`src/rtl/regfile_wr_arbiter.sv`:
```
// Round-robin arbiter sharing the register-file write port between the WB stage (A)
// and the multi-cycle unit (B). The grant is combinational and the write port is registered.
module regfile_wr_arbiter #(
  parameter int DATA_W   = 64,
  parameter int ADDR_W   = 5,
  parameter int ZERO_REG = 31,
  parameter int CNT_W    = 16
) (
  input  logic              clk,
  input  logic              reset,
  input  logic              hold,
  input  logic              a_valid,
  input  logic [ADDR_W-1:0] a_addr,
  input  logic [DATA_W-1:0] a_data,
  output logic              a_ready,
  input  logic              b_valid,
  input  logic [ADDR_W-1:0] b_addr,
  input  logic [DATA_W-1:0] b_data,
  output logic              b_ready,
  output logic              wr_en,
  output logic [ADDR_W-1:0] wr_addr,
  output logic [DATA_W-1:0] wr_data,
  output logic              last_b,
  output logic [CNT_W-1:0]  wr_count
);

  localparam logic [ADDR_W-1:0] ZERO_ADDR = ADDR_W'(ZERO_REG);
  localparam logic [CNT_W-1:0]  CNT_MAX   = {CNT_W{1'b1}};

  logic              wr_en_q, wr_en_d;
  logic [ADDR_W-1:0] wr_addr_q, wr_addr_d;
  logic [DATA_W-1:0] wr_data_q, wr_data_d;
  logic              last_b_q, last_b_d;
  logic [CNT_W-1:0]  wr_count_q, wr_count_d;

  logic              grant_a, grant_b, granted, commit;
  logic [ADDR_W-1:0] sel_addr;
  logic [DATA_W-1:0] sel_data;

  // On a tie, A wins only when B was the most recent grant.
  always_comb begin
    grant_a = 1'b0;
    grant_b = 1'b0;
    if (!reset && !hold) begin
      grant_a = a_valid && (!b_valid || last_b_q);
      grant_b = b_valid && (!a_valid || !last_b_q);
    end
  end

  always_comb begin
    granted  = grant_a || grant_b;
    sel_addr = grant_b ? b_addr : a_addr;
    sel_data = grant_b ? b_data : a_data;
    // A zero-register write still completes its handshake, but it never enables the port.
    commit   = granted && (sel_addr != ZERO_ADDR);
  end

  always_comb begin
    wr_en_d    = commit;
    wr_addr_d  = granted ? sel_addr : wr_addr_q;
    wr_data_d  = granted ? sel_data : wr_data_q;
    last_b_d   = grant_b ? 1'b1 : (grant_a ? 1'b0 : last_b_q);
    wr_count_d = wr_count_q;
    if (commit && (wr_count_q != CNT_MAX)) begin
      wr_count_d = wr_count_q + 1'b1;
    end
  end

  always_ff @(posedge clk) begin
    if (reset) begin
      wr_en_q    <= 1'b0;
      wr_addr_q  <= '0;
      wr_data_q  <= '0;
      last_b_q   <= 1'b1;
      wr_count_q <= '0;
    end else begin
      wr_en_q    <= wr_en_d;
      wr_addr_q  <= wr_addr_d;
      wr_data_q  <= wr_data_d;
      last_b_q   <= last_b_d;
      wr_count_q <= wr_count_d;
    end
  end

  assign a_ready  = grant_a;
  assign b_ready  = grant_b;
  assign wr_en    = wr_en_q;
  assign wr_addr  = wr_addr_q;
  assign wr_data  = wr_data_q;
  assign last_b   = last_b_q;
  assign wr_count = wr_count_q;

endmodule

```
`config.mk`:
```
export PLATFORM = sky130hd
export DESIGN_NAME = regfile_wr_arbiter
export DESIGN_NICKNAME = d
export VERILOG_FILES = /design/src/rtl/regfile_wr_arbiter.sv
export SDC_FILE = /design/constraint.sdc
export NUM_CORES = 1
export LEC_CHECK = 0
export ABC_CLOCK_PERIOD_IN_PS = 3900
export BUFFER_PORTS_ARGS = -buffer_cell sky130_fd_sc_hd__buf_2
export CORE_MARGIN = 4
export CORE_UTILIZATION = 26
export DETAILED_ROUTE_END_ITERATION = 8
export SETUP_SLACK_MARGIN = 0.02
export SLEW_MARGIN = 20
export SYNTH_ARGS = -nofsm -noshare
export SYNTH_HDL_FRONTEND = slang
export SYNTH_SLANG_ARGS = --single-unit
```
`constraint.sdc`:
```
create_clock -name clk -period 3.9 [get_ports clk]
set_clock_uncertainty 0.15 [all_clocks]
set_input_delay 0.195 -clock clk [delete_from_list [all_inputs] [get_ports clk]]
set_output_delay 0.195 -clock clk [all_outputs]
set_load 0.01 [all_outputs]
```
After elaboration in Yosys (flattened, before gate mapping). Index checks and enable logic that the tools add are counted. Widths: inputs -> output; s select.

Magnitude comparators: 0. Add/subtract/negate cells: 1. Reduce and logical (&&, ||, !) cells: 14. Shift-type cells: 0. Multiplexer cells: 4. $mul: 0. Bitwise gates (word level): 0. Divide/modulo/power cells: 0. Equality and inequality tests: 2.

Operators with widths (count): $mux 64 (1); $add 16x1->16 const B (1); $ne 16x16->1 const B (1); $logic_and 1x1->1 (5); $logic_not 1->1 (5); $mux 5 (1); $ne 5x5->1 const B (1); $logic_or 1x1->1 (3); $mux 1 (2); $reduce_or 2->1 (1).

Register bits after elaboration: 87. Bits of input ports: 143. Logic and storage cells: 26. Memory bits (writable): 0. Bits in latches: 0. ROM bits: 0. Memories: 0.

Logic depth before layout (Yosys ltp).
Depth after elaboration: 8. Mapped depth: 7.

Least setup slack after synthesis. OpenSTA, ideal clock, no wires.

Kind: reg2reg. From: register last_b_q (netlist: last_b). To: register wr_count_q[7] (netlist: wr_count[7]). Clock period less this slack: 1.995 ns. Data arrival time: 1.720 ns. Setup slack: 1.905 ns. Path buffers: 2. Library setup time: 0.125 ns. Data required time: 3.625 ns. Stages on the path, launching flop included: 8. Path through: dfxtp_1 a211oi_2 and4_1 or3_4 buf_2 buf_6 o311ai_1 nand2_1.

Cells in the longest elaborated chain, start to end: 8.

RTL lines: from (decl) (line 33) `logic last_b_q, last_b_d;`; from (signal assigned) (line 80) `last_b_q <= last_b_d;`; $logic_not 1->1 (line 46) `grant_b = b_valid && (!a_valid || !last_b_q);`; $logic_or 1x1->1 (line 46); $logic_and 1x1->1 (line 46); $mux 1 (line 44) `if (!reset && !hold) begin`; $mux 5 (line 52) `sel_addr = grant_b ? b_addr : a_addr;`; $ne 5x5->1 (line 55) `commit = granted && (sel_addr != ZERO_ADDR);`; $logic_and 1x1->1 * (line 55); $logic_and 1x1->1 * (line 64) `if (commit && (wr_count_q != CNT_MAX)) begin`; to (signal assigned) (line 81) `wr_count_q <= wr_count_d;`; to (decl) (line 34) `logic [CNT_W-1:0] wr_count_q, wr_count_d;`.

Mark *: on every way between the ends. The rest lies on a longest branch, timed or not. A chain may end at the register's enable or synchronous reset.

Final worst setup path.
From: register last_b_q (netlist: last_b). To: register wr_data_q[34] (netlist: wr_data[34]).

Cells in the longest elaborated chain, start to end: 5.

RTL lines: $logic_not 1->1 (line 46); $logic_or 1x1->1 (line 46); $logic_and 1x1->1 (line 46); $mux 1 (line 44); $mux 64 / $logic_or 1x1->1 (equally long branches) (line 53, 51); to (signal assigned) (line 79) `wr_data_q <= wr_data_d;`; to (decl) (line 32) `logic [DATA_W-1:0] wr_data_q, wr_data_d;`.

Parallel ways exist; a longest one is shown, timed or not.

==> impl_metrics.prom <==
# TYPE chip_impl_metric gauge
chip_impl_metric{name="die_area",unit="um2"} 17020
chip_impl_metric{name="syn-cell-area",unit="um2"} 3899
chip_impl_metric{name="postSynthCellCount",unit=""} 498
chip_impl_metric{name="globalplace.congestion",unit=""} 0.7696
chip_impl_metric{name="first_global_vias",unit=""} 4953
chip_impl_metric{name="post-route-worst-setup-slack",unit="ns"} 1.191
chip_impl_metric{name="worst_ir_drop_vdd",unit="V"} 0.0001929
chip_impl_metric{name="cts.clk_slew.worst_paths",unit="ns"} 0.06
chip_impl_info{name="clock_tree_from_tritoncts",value="built"} 1
chip_impl_metric{name="die-width",unit="um"} 130.5
chip_impl_metric{name="max-cap-violations",unit=""} 0
chip_impl_metric{name="avgRoutedWirePerCell",unit="um"} 14.37
chip_impl_info{name="synth_top_family_by_area",value="simple AND/OR/NAND/NOR gates"} 1
chip_impl_info{name="run_status",value="finished, final reports clean"} 1
chip_impl_info{name="path_class_of_the_lowest_slack_min_delay_path",value="in2reg"} 1
chip_impl_metric{name="max_freq",unit="GHz"} 0.3691
chip_impl_metric{name="detailedRoute.firstPassIterationCount",unit=""} 4
chip_impl_metric{name="drive_gt1_share",unit="%"} 30.22
chip_impl_info{name="critical_path.slowest_cell",value="sky130_fd_sc_hd__dlygate4sd3_1"} 1
chip_impl_metric{name="compound_gate_fraction_of_synth_area",unit="%"} 21.92
chip_impl_info{name="crit_type",value="reg2reg"} 1
chip_impl_metric{name="clk-insertion-delay-late",unit="ns"} 0.33
chip_impl_metric{name="p_per_cell_area",unit="nW/um2"} 334.5
chip_impl_metric{name="synth_adder_area_share",unit="%"} 0.3209
chip_impl_metric{name="postCtsSetupBuffers",unit=""} 0
chip_impl_metric{name="h-tree-depth",unit=""} 3
chip_impl_metric{name="worstPathMaxFanout",unit=""} 65
chip_impl_metric{name="timing.final.hold_violations",unit=""} 0
chip_impl_metric{name="timing.final.max_slew_violations",unit=""} 0
chip_impl_metric{name="arrival",unit="ns"} 2.84
chip_impl_metric{name="timing_worst_slew_pin_value",unit="ns"} 0.7633
chip_impl_metric{name="initial_antenna_violation_count",unit=""} 0
chip_impl_info{name="critical-path-top-delay-family",value="buffers and inverters"} 1
chip_impl_metric{name="pin_count_of_the_biggest_net_entering_global_routing",unit=""} 129
chip_impl_info{name="crit_chain",value="a211oi_2, nand2_2, inv_2, buf_4, nand2_1, a311oi_1, dlygate4sd3_1"} 1
chip_impl_metric{name="drt-vias-per-instance",unit=""} 4.889
chip_impl_metric{name="i_o_pin_count",unit=""} 232
chip_impl_metric{name="port-buffer-count",unit=""} 231
chip_impl_metric{name="critical_path_required",unit="ns"} 4.03
chip_impl_metric{name="synth.yosys.warnings",unit=""} 0
chip_impl_metric{name="setup-tns-final",unit="ns"} 0
chip_impl_metric{name="cp_slowest_stage_delay",unit="ns"} 0.60
chip_impl_metric{name="yosys-mux-area-fraction",unit="%"} 0.2567
chip_impl_metric{name="postSynthAreaPerCell",unit="um2"} 7.829
chip_impl_metric{name="routed_wirelength",unit="um"} 14820
chip_impl_metric{name="mappedNetlistNets",unit=""} 642
chip_impl_info{name="cts-root-buf",value="sky130_fd_sc_hd__clkbuf_16"} 1
chip_impl_metric{name="placementRows",unit=""} 44
chip_impl_metric{name="nNetsFinal",unit=""} 986
chip_impl_metric{name="grt_overflow_total",unit=""} 0
chip_impl_info{name="startpoint_type",value="flop"} 1
chip_impl_metric{name="ys_seq_area_share",unit="%"} 44.67
chip_impl_metric{name="power.leakage",unit="nW"} 3.234
chip_impl_metric{name="area_delta_synth_final",unit="%"} 76.16
chip_impl_metric{name="sink_count",unit=""} 87
chip_impl_metric{name="grtUsageTotal",unit="%"} 17.01
chip_impl_metric{name="place_ws",unit="ns"} 1.481
chip_impl_metric{name="time_the_worst_path_needs_with_i_o_delays_and_setup",unit="ns"} 2.709
chip_impl_metric{name="floorplan.die.height",unit="um"} 130.5
chip_impl_metric{name="cts_buffer_depth",unit=""} 2
chip_impl_metric{name="finalSetupViolCount",unit=""} 0
chip_impl_metric{name="antenna_left",unit=""} 0
chip_impl_metric{name="cts_buffers",unit=""} 9
chip_impl_metric{name="global_route_wire_length_before_repair",unit="um"} 23420
chip_impl_info{name="endpoint_kind",value="flop"} 1
chip_impl_metric{name="synthXorXnorAreaFrac",unit="%"} 0
chip_impl_metric{name="post_detail_place_hpwl",unit="um"} 9333
chip_impl_info{name="rsz0062_at_grt",value="no"} 1
chip_impl_metric{name="filler_cell_count",unit=""} 1411
chip_impl_metric{name="antenna_cells",unit=""} 0
chip_impl_metric{name="route.vias.total",unit=""} 5041
chip_impl_metric{name="cp.buffers_inverters",unit=""} 3
chip_impl_metric{name="initial_core_util",unit="%"} 26.72
chip_impl_metric{name="layout_worst_path_cycle_share",unit="%"} 69.47
chip_impl_metric{name="final.hold.worst_slack",unit="ns"} 0.02340
chip_impl_metric{name="synth.ff_latch_count",unit=""} 87
chip_impl_metric{name="netlist-cell-type-count",unit=""} 37
chip_impl_metric{name="detailedRoute.firstIterationViolations",unit=""} 207
chip_impl_metric{name="synth_simple_gate_area_share",unit="%"} 27.73
chip_impl_metric{name="core-area",unit="um2"} 14590
chip_impl_metric{name="drt_drc_violations_left",unit=""} 0
chip_impl_metric{name="slew_headroom",unit="%"} 49.11
per-stage QoR:
step | instances | instance area (um2) | util [%] | power, mW
global route | 1031 | 6868 | 47.08 | 2.404
finish | 1031 | 6868 | 47.08 | 2.297
floorplan | 498 | 3899 | - | 1.135
global placement | 877 | 5180 | 35.51 | 1.293
detailed placement | 877 | 5180 | 35.51 | 1.294
CTS | 1031 | 6868 | 47.08 | 2.323
synthesized netlist by cell type, drive strengths merged:
library cell,count,area [um2]
a21boi,1,7.510
and3,2,12.51
o41ai,5,43.79
nand4b,1,8.760
a21oi,10,50.05
o311ai,5,43.79
buf,8,45.04
or3,5,36.28
or4,4,30.03
nor4,2,18.77
a211oi,2,20.02
clkbuf,33,123.9
nand2,151,566.8
a311oi,69,604.3
and4,5,43.79
o21ai,6,30.03
and2,1,6.260
inv,8,30.03
o31ai,3,22.52
nor2,71,266.5
nand3b,2,15.01
o211ai,2,15.01
mux2i,1,10.01
nand4,1,6.260
a31o,1,8.760
dfxtp,87,1742
ha,1,12.51
nand3,6,30.03
or4b,4,40.04
a221oi,1,8.760
registers in the layout, summed over array words and instances (netlist names):
register / cells
wr_data: 64
wr_addr: 5
wr_en: 1
wr_count: 16
last_b: 1
layout by cell type (no fill, tap or decap), types with 2 or more instances in the layout:
cell type                         n
sky130_fd_sc_hd__a21oi_1         10
sky130_fd_sc_hd__o21ai_0          6
sky130_fd_sc_hd__dfxtp_1         87
sky130_fd_sc_hd__clkbuf_16        9
sky130_fd_sc_hd__o311ai_1         4
sky130_fd_sc_hd__o31ai_1          3
sky130_fd_sc_hd__and3_1           2
sky130_fd_sc_hd__dlygate4sd3_1  138
sky130_fd_sc_hd__or4_1            4
sky130_fd_sc_hd__and4_1           5
sky130_fd_sc_hd__a311oi_1        69
sky130_fd_sc_hd__or3_1            4
sky130_fd_sc_hd__or4b_1           4
sky130_fd_sc_hd__nand2_1        150
sky130_fd_sc_hd__clkinv_2         2
sky130_fd_sc_hd__nor2_1          71
sky130_fd_sc_hd__buf_2          231
sky130_fd_sc_hd__inv_1            7
sky130_fd_sc_hd__buf_4            4
sky130_fd_sc_hd__nand3_1          6
sky130_fd_sc_hd__clkbuf_1         3
sky130_fd_sc_hd__nand3b_1         2
sky130_fd_sc_hd__bufinv_16        2
sky130_fd_sc_hd__o211ai_1         2
sky130_fd_sc_hd__o41ai_1          5
path summary, 6_finish.rpt:
| path | startpoint | end | slack, ns | cells after the start |
|---|---|---|---|---|
| setup / recovery | last_b | wr_data[34] | 1.19 | 7 |
| hold / removal | hold | last_b | 0.02 | 2 |
| setup reg to reg | last_b | wr_data[34] | 1.19 | 7 |
| hold reg to reg | wr_count[13] | wr_count[13] | 0.36 | 2 |
repair_timing:
item                                   in CTS  in global routing
gates resized for setup                     0                  0
setup endpoints to repair                   0                  0
endpoints found under the hold margin      69                  0
hold buffers                              138                  0
metal layers:
metal  routed length (um)  global-route usage (%)
met1                 5967                   20.02
met2                 7247                   29.21
met3                 1139                   4.106
met4                  465                   7.925
met5                    0                       0
power by group:
| part | switching [mW] | internal (mW) | total (mW) | leakage (nW) |
|---|---|---|---|---|
| registers | 0.0257 | 0.938 | 0.963 | 0.713 |
| clock network | 0.343 | 0.560 | 0.903 | 0.151 |
| logic | 0.196 | 0.235 | 0.431 | 2.37 |
| total | 0.564 | 1.73 | 2.30 | 3.23 |
cell families after synthesis:
logic type      Yosys count
flops                    87
simple gates            255
compound gates          105
fa+ha+maj                 1
mux                       1
buf+inv                  49
cell type report:
| type | count | area (um2) | share of cell area (%) |
|---|---|---|---|
| Timing Repair Buffer | 374 | 2587 | 37.68 |
| Inverter | 8 | 30.03 | 0.4372 |
| Tap cell | 184 | 230.2 | 3.352 |
| Multi-Input combinational cell | 362 | 1972 | 28.71 |
| Clock inverter | 4 | 70.07 | 1.020 |
| Sequential cell | 87 | 1742 | 25.36 |
| Clock buffer | 12 | 236.5 | 3.443 |
Power figures use the tool's default switching activity.
